--- config.mk ---
export PLATFORM = sky130hd
export DESIGN_NAME = arb_mux_n
export DESIGN_NICKNAME = d
export VERILOG_FILES = /design/src/rtl/arb_mux_n.sv
export SDC_FILE = /design/constraint.sdc
export NUM_CORES = 1
export LEC_CHECK = 0
export BUFFER_PORTS_ARGS = -buffer_cell sky130_fd_sc_hd__buf_2
export CORE_MARGIN = 10
export CORE_UTILIZATION = 40
export CTS_BUF_LIST = sky130_fd_sc_hd__clkbuf_4 sky130_fd_sc_hd__clkbuf_8 sky130_fd_sc_hd__clkbuf_16
export CTS_CLUSTER_SIZE = 8
export DETAILED_ROUTE_END_ITERATION = 8
export MAX_ROUTING_LAYER = met4
export PLACE_DENSITY = 0.86
export SKIP_LAST_GASP = 1
export SLEW_MARGIN = 20
export SYNTH_ARGS = -nofsm -noshare
export SYNTH_HDL_FRONTEND = slang
export SYNTH_SLANG_ARGS = --single-unit
--- constraint.sdc ---
create_clock -name clk -period 2.05 [get_ports clk]
set_input_delay 0.41 -clock clk [delete_from_list [all_inputs] [get_ports clk]]
set_output_delay 0.41 -clock clk [all_outputs]
set_load 0.1 [all_outputs]
--- src/rtl/arb_mux_n.sv ---
// One-entry registered N:1 mux with a valid/ready handshake on both sides.
// The source is chosen by a fixed sel (MODE 0) or by round-robin arbitration (MODE 1).
module arb_mux_n #(
    parameter int unsigned W    = 8,
    parameter int unsigned N    = 4,
    parameter int unsigned MODE = 0,
    localparam int unsigned SW  = $clog2(N)
) (
    input  logic           clk,
    input  logic           rst,
    input  logic [N-1:0]   in_valid,
    input  logic [N*W-1:0] in_data,
    output logic [N-1:0]   in_ready,
    input  logic [SW-1:0]  sel,
    output logic           out_valid,
    output logic [W-1:0]   out_data,
    input  logic           out_ready,
    output logic [SW-1:0]  out_chan
);

    logic          r_full;
    logic [W-1:0]  r_data;
    logic [SW-1:0] r_chan;
    logic [SW-1:0] r_ptr;

    logic          w_can_load;
    logic          w_found;
    logic [SW-1:0] w_idx;
    logic          w_hi_found;
    logic [SW-1:0] w_hi_idx;
    logic          w_lo_found;
    logic [SW-1:0] w_lo_idx;
    logic          w_grant;
    logic [W-1:0]  w_sel_data;
    logic [SW-1:0] w_ptr_next;

    assign w_can_load = !r_full || out_ready;

    always_comb begin
        w_found    = 1'b0;
        w_idx      = '0;
        w_hi_found = 1'b0;
        w_hi_idx   = '0;
        w_lo_found = 1'b0;
        w_lo_idx   = '0;
        if (MODE == 0) begin
            // A sel value with no matching channel index never grants.
            for (int i = 0; i < N; i++) begin
                if (sel == SW'(i) && in_valid[i]) begin
                    w_found = 1'b1;
                    w_idx   = SW'(i);
                end
            end
        end else begin
            // Descending scan: the last hit is the lowest index at/above ptr (hi)
            // or overall (lo, used when the search wraps).
            for (int i = N - 1; i >= 0; i--) begin
                if (in_valid[i]) begin
                    w_lo_found = 1'b1;
                    w_lo_idx   = SW'(i);
                    if (SW'(i) >= r_ptr) begin
                        w_hi_found = 1'b1;
                        w_hi_idx   = SW'(i);
                    end
                end
            end
            w_found = w_hi_found || w_lo_found;
            w_idx   = w_hi_found ? w_hi_idx : w_lo_idx;
        end
    end

    assign w_grant    = w_found && w_can_load && !rst;
    assign w_ptr_next = (w_idx == SW'(N - 1)) ? '0 : w_idx + 1'b1;

    always_comb begin
        w_sel_data = '0;
        for (int i = 0; i < N; i++) begin
            if (w_idx == SW'(i)) begin
                w_sel_data = in_data[i*W +: W];
            end
        end
    end

    always_comb begin
        in_ready = '0;
        if (w_grant) begin
            in_ready = {{(N - 1){1'b0}}, 1'b1} << w_idx;
        end
    end

    always_ff @(posedge clk) begin
        if (rst) begin
            r_full <= 1'b0;
            r_data <= '0;
            r_chan <= '0;
            r_ptr  <= '0;
        end else if (w_grant) begin
            r_full <= 1'b1;
            r_data <= w_sel_data;
            r_chan <= w_idx;
            r_ptr  <= w_ptr_next;
        end else if (out_ready) begin
            r_full <= 1'b0;
        end
    end

    assign out_valid = r_full;
    assign out_data  = r_data;
    assign out_chan  = r_chan;

endmodule

; ---- Yosys cells after proc, flatten, opt, wreduce, memory -nomap -nowiden
; Cells that the tools add are included.
[op_classes]
n_eq_ne = 6
shift = 1
muxes = 14
n_reduce_logical = 12
[ops]
columns = op, n
row1 = two-way mux 8 bit, 4
row2 = equality test 2 bit (second input constant), 4
row3 = two-way mux 1 bit, 7
row4 = logical AND 1 bit, 6
row5 = equality test 2 x 1 -> 1 bit (second input constant), 2
row6 = logical NOT 2 bit, 2
row7 = two-way mux 2 bit, 2
row8 = two-way mux 4 bit, 1
row9 = left shift 1 x 2 -> 4 bit (first input constant), 1
row10 = logical NOT 1 bit, 2
row11 = nonzero test 2 bit, 1
row12 = logical OR 1 bit, 1
[word_totals]
reg_bits = 11

; ---- Logic depth before layout (Yosys ltp)
[depth]
ltp_word = 10
mapped_depth = 6

; ---- Worst setup path before layout
; OpenSTA, ideal clock, no wires.
[synth_timing]
path_kind = flip-flop to output port
startpoint = register r_full, in the netlist out_valid
endpoint = output port in_ready[0]
t_arrival_ns = 3.583
required_ns = 1.640
slack_ns = -1.943
path_stages_with_launch = 6
n_path_buf = 1
cell_sequence = dfxtp_1 > nor2b_1 > nor3_1 > nor2_1 > buf_6 > nor3b_1
[synth_via]
elab_chain_len = 5
[synth_rtl]
columns = item, line
row1 = from (decl), 21  ; logic r_full;
row2 = from (signal assigned), 93  ; r_full <= 1'b0;
row3 = from (signal assigned), 98  ; r_full <= 1'b1;
row4 = from (signal assigned), 103  ; r_full <= 1'b0;
row5 = logical NOT 1 bit, 37  ; assign w_can_load = !r_full || out_ready;
row6 = logical OR 1 bit, 37
row7 = logical AND 1 bit (2 in a row), 72  ; assign w_grant = w_found && w_can_load && !rst;
row8 = two-way mux 4 bit, 86  ; if (w_grant) begin
row9 = to (decl), 13  ; output logic [N-1:0] in_ready,
; Every way passes these cells.

; ---- Final worst setup path
[layout_timing]
startpoint = input port sel[0]
endpoint = output port in_ready[2]
[layout_via]
elab_chain_len = 9
[layout_rtl]
columns = item, line
row1 = from (decl), 14  ; input logic [SW-1:0] sel,
row2 = logical NOT 2 bit, 49  ; if (sel == SW'(i) && in_valid[i]) begin
row3 = logical AND 1 bit, 49
row4 = two-way mux 1 bit (4 in a row), 49
row5 = logical AND 1 bit (2 in a row), 72
row6 = two-way mux 4 bit (*), 86
; Every way passes the cells marked *; elsewhere a longest branch is shown, timed or not.

==> results.cfg <==
[critical_path]
slowest_stage = mux2_4
rrSetupSlack_ps = 560
crit_buf_inv = 2
path_depth = 6
path_max_fanout = 7
cp_data_arrival_time_ps = 1580
end_kind = output pin
crit_chain = buf_6 -> mux2_4 -> and3_4 -> nor2_4 -> nor3b_4 -> buf_12
path_class = in -> out
crit_path_start_kind = input pin
cpLargestDelayFamily = simple AND/OR/NAND/NOR gates
cpPeakStageDelay_ps = 330
rr_worst_depth = 5
required_ps = 1640

[global_routing]
grt_pass1_wl_um = 4590
grt_overflow = 0
grtUsageTotal = 0.138
antenna_found_initial = 0
grt_max_degree = 24
first_global_vias = 991

[synthesis]
syn_inst = 88
synth_cell_type_count = 28
avgSynthCellArea_sq_um = 9.06
synth_nets = 129
synth_area_leaders = dfxtp_1 (28%), o41ai_2 (12%), a221o_1 (10%)
synth_top_area_cell = dfxtp_1
synth_area_sq_um = 797
ys_seq_area_frac = 0.276
synth_warnings = 0
synth_seq_cells = 11
synth.top_cell.area_share = 0.276

[clock_tree]
holdBufCountCts = 0
numCtsBuffers = 3
cts-root-buf = clkbuf_4
clkTransAtPathRegs_ps = 80
htreeDepth = 1
cts_tree = done
cts.sinks = 11
clk_latency_ps = 270
cts_buffer_depth = 2

[timing]
finalClockSkew_ps = 6.40
worst_pin_slew_ps = 534
min_period_ps = 1990
tns_ps = 0
hold_ws_ps = 435
rsz0062_at_grt = true
fmax_ghz = 0.504
max_slew_margin = 0.644
fin_crit_sh = 0.969
hold_violations = 0
setup_viol = 0
layout_setup_ws_ps = 64.3
slew_violations = 0

[route]
avgRoutedWirePerCell_um = 17.4
drc = 0
drtIter0Drc = 33
vias_per_cell = 5.68
antenna_left = 0
num_vias = 965
wirelength_um = 2960
drt_first_pass_iters = 4

[cells_and_area]
multi_input_area_sq_um = 586
area_growth_pct = 57.6
antenna_cells = 0
drive_gt1_frac = 0.566
regArea_sq_um = 224
fillers = 175
final_nets = 185

[hold_path]
holdPathStages = 3
min-delay-path-class = in -> reg

[power_and_ir_drop]
power_density_nw_per_um2 = 625
ir_worst_vdd_mv = 0.353
p_leak_uw = 0.000603

[place]
dp_hpwl_um = 2410
place_congestion = 0.870
portBuffers = 55
pre_cts_ws_ps = 18.3

[run]
drv_cap = 0

[floorplanning]
floorplan.initialDensity = 0.415
die_h_um = 64.6
io_pins = 56
die-area_sq_um = 4180
die_w_um = 64.6
core-area_sq_um = 1920
row_count = 16

[run_status]
status = finished clean
flip-flops by register name, indices dropped and copies added, names as in the netlist:
name / flops
out_chan: 2
out_valid: 1
out_data: 8
metrics by stage:
| stage | utilization | total power, uW | cells | area, sq um |
|---|---|---|---|---|
| after floorplan | - | 532 | 88 | 871 |
| after global placement | 0.626 | 614 | 165 | 1200 |
| after detailed placement | 0.626 | 620 | 165 | 1200 |
| after CTS | 0.642 | 781 | 169 | 1230 |
| after global routing | 0.654 | 814 | 170 | 1260 |
| final | 0.654 | 785 | 170 | 1260 |
routing by layer:
metal	wire, um	vias to the layer above	global-route usage
met5	0	-	-
met4	68	0	0.0508
met3	231	7	0.0481
met2	1480	48	0.241
met1	1180	447	0.139
li1	-	463	-
cell usage after synthesis:
cell type	instances
a21oi_1	10
a21oi_4	1
a221o_1	8
a311oi_1	1
and3_1	2
and3b_1	2
buf_1	1
buf_2	1
buf_4	2
buf_6	2
clkbuf_1	2
clkbuf_2	1
dfxtp_1	11
inv_1	1
mux2_4	1
mux2i_1	1
nand2_1	2
nand2b_1	1
nand3_1	3
nand4b_1	8
nor2_1	10
nor2b_1	1
nor3_1	4
nor3b_1	2
o21ai_1	1
o41ai_1	2
o41ai_2	6
or3_1	1
report_power, final:
group	switching [uW]	total [uW]	internal, uW
sequential	10.4	243	233
combinational	266	378	112
clock	75.0	164	88.5
total	352	785	433
path summary, 6_finish.rpt:
check                                  from          end
worst max-delay path                 sel[0]  in_ready[2]
worst min-delay path            in_data[29]  out_data[5]
worst max register to register    out_valid  out_data[6]
worst min register to register  out_data[5]  out_data[5]
cell type report:
cell class	count	area share
Inverter	1	0.00299
Tap cell	27	0.0269
Multi-Input combinational cell	67	0.466
Clock buffer	4	0.0239
Sequential cell	11	0.178
Timing Repair Buffer	60	0.302
layout by cell type (no fill, tap or decap):
master	Yosys	layout
nor2_4	0	1
clkbuf_4	0	4
nor2b_2	0	1
nor3b_4	0	2
nor3_1	4	1
nor3_4	0	3
a311oi_1	1	1
and3_4	0	1
a21oi_1	10	10
buf_12	0	4
mux2_4	1	1
nor2_1	10	9
nand2_1	2	2
buf_4	2	5
nand4b_1	8	8
or3_1	1	1
o41ai_2	6	6
nand2b_1	1	1
inv_1	1	1
nand3_1	3	3
o41ai_1	2	2
buf_6	2	1
o21ai_1	1	1
dfxtp_1	11	10
dfxtp_4	0	1
buf_2	1	50
mux2i_1	1	1
and3b_1	2	2
and3_1	2	1
a221o_1	8	8
a21oi_4	1	1
kinds of logic after synthesis:
logic type      count (synthesis)  share of synthesized area
mux                             2                     0.0314
buf+inv                        10                     0.0785
flops                          11                      0.276
compound gates                 29                      0.345
simple gates                   36                      0.268
worst register-to-register path: stages (launching register included):
cell	delay, ps
dfxtp_4	350
nor2b_2	170
nor3_4	230
nor2_4	110
buf_4	190
o41ai_1	350
what timing repair did:
| item | in CTS | in global routing |
|---|---|---|
| buffers inserted | 0 | 1 |
| endpoints found under the setup margin | 0 | 4 |
| resized for setup | 0 | 5 |
(Power assumes the default switching activity.)
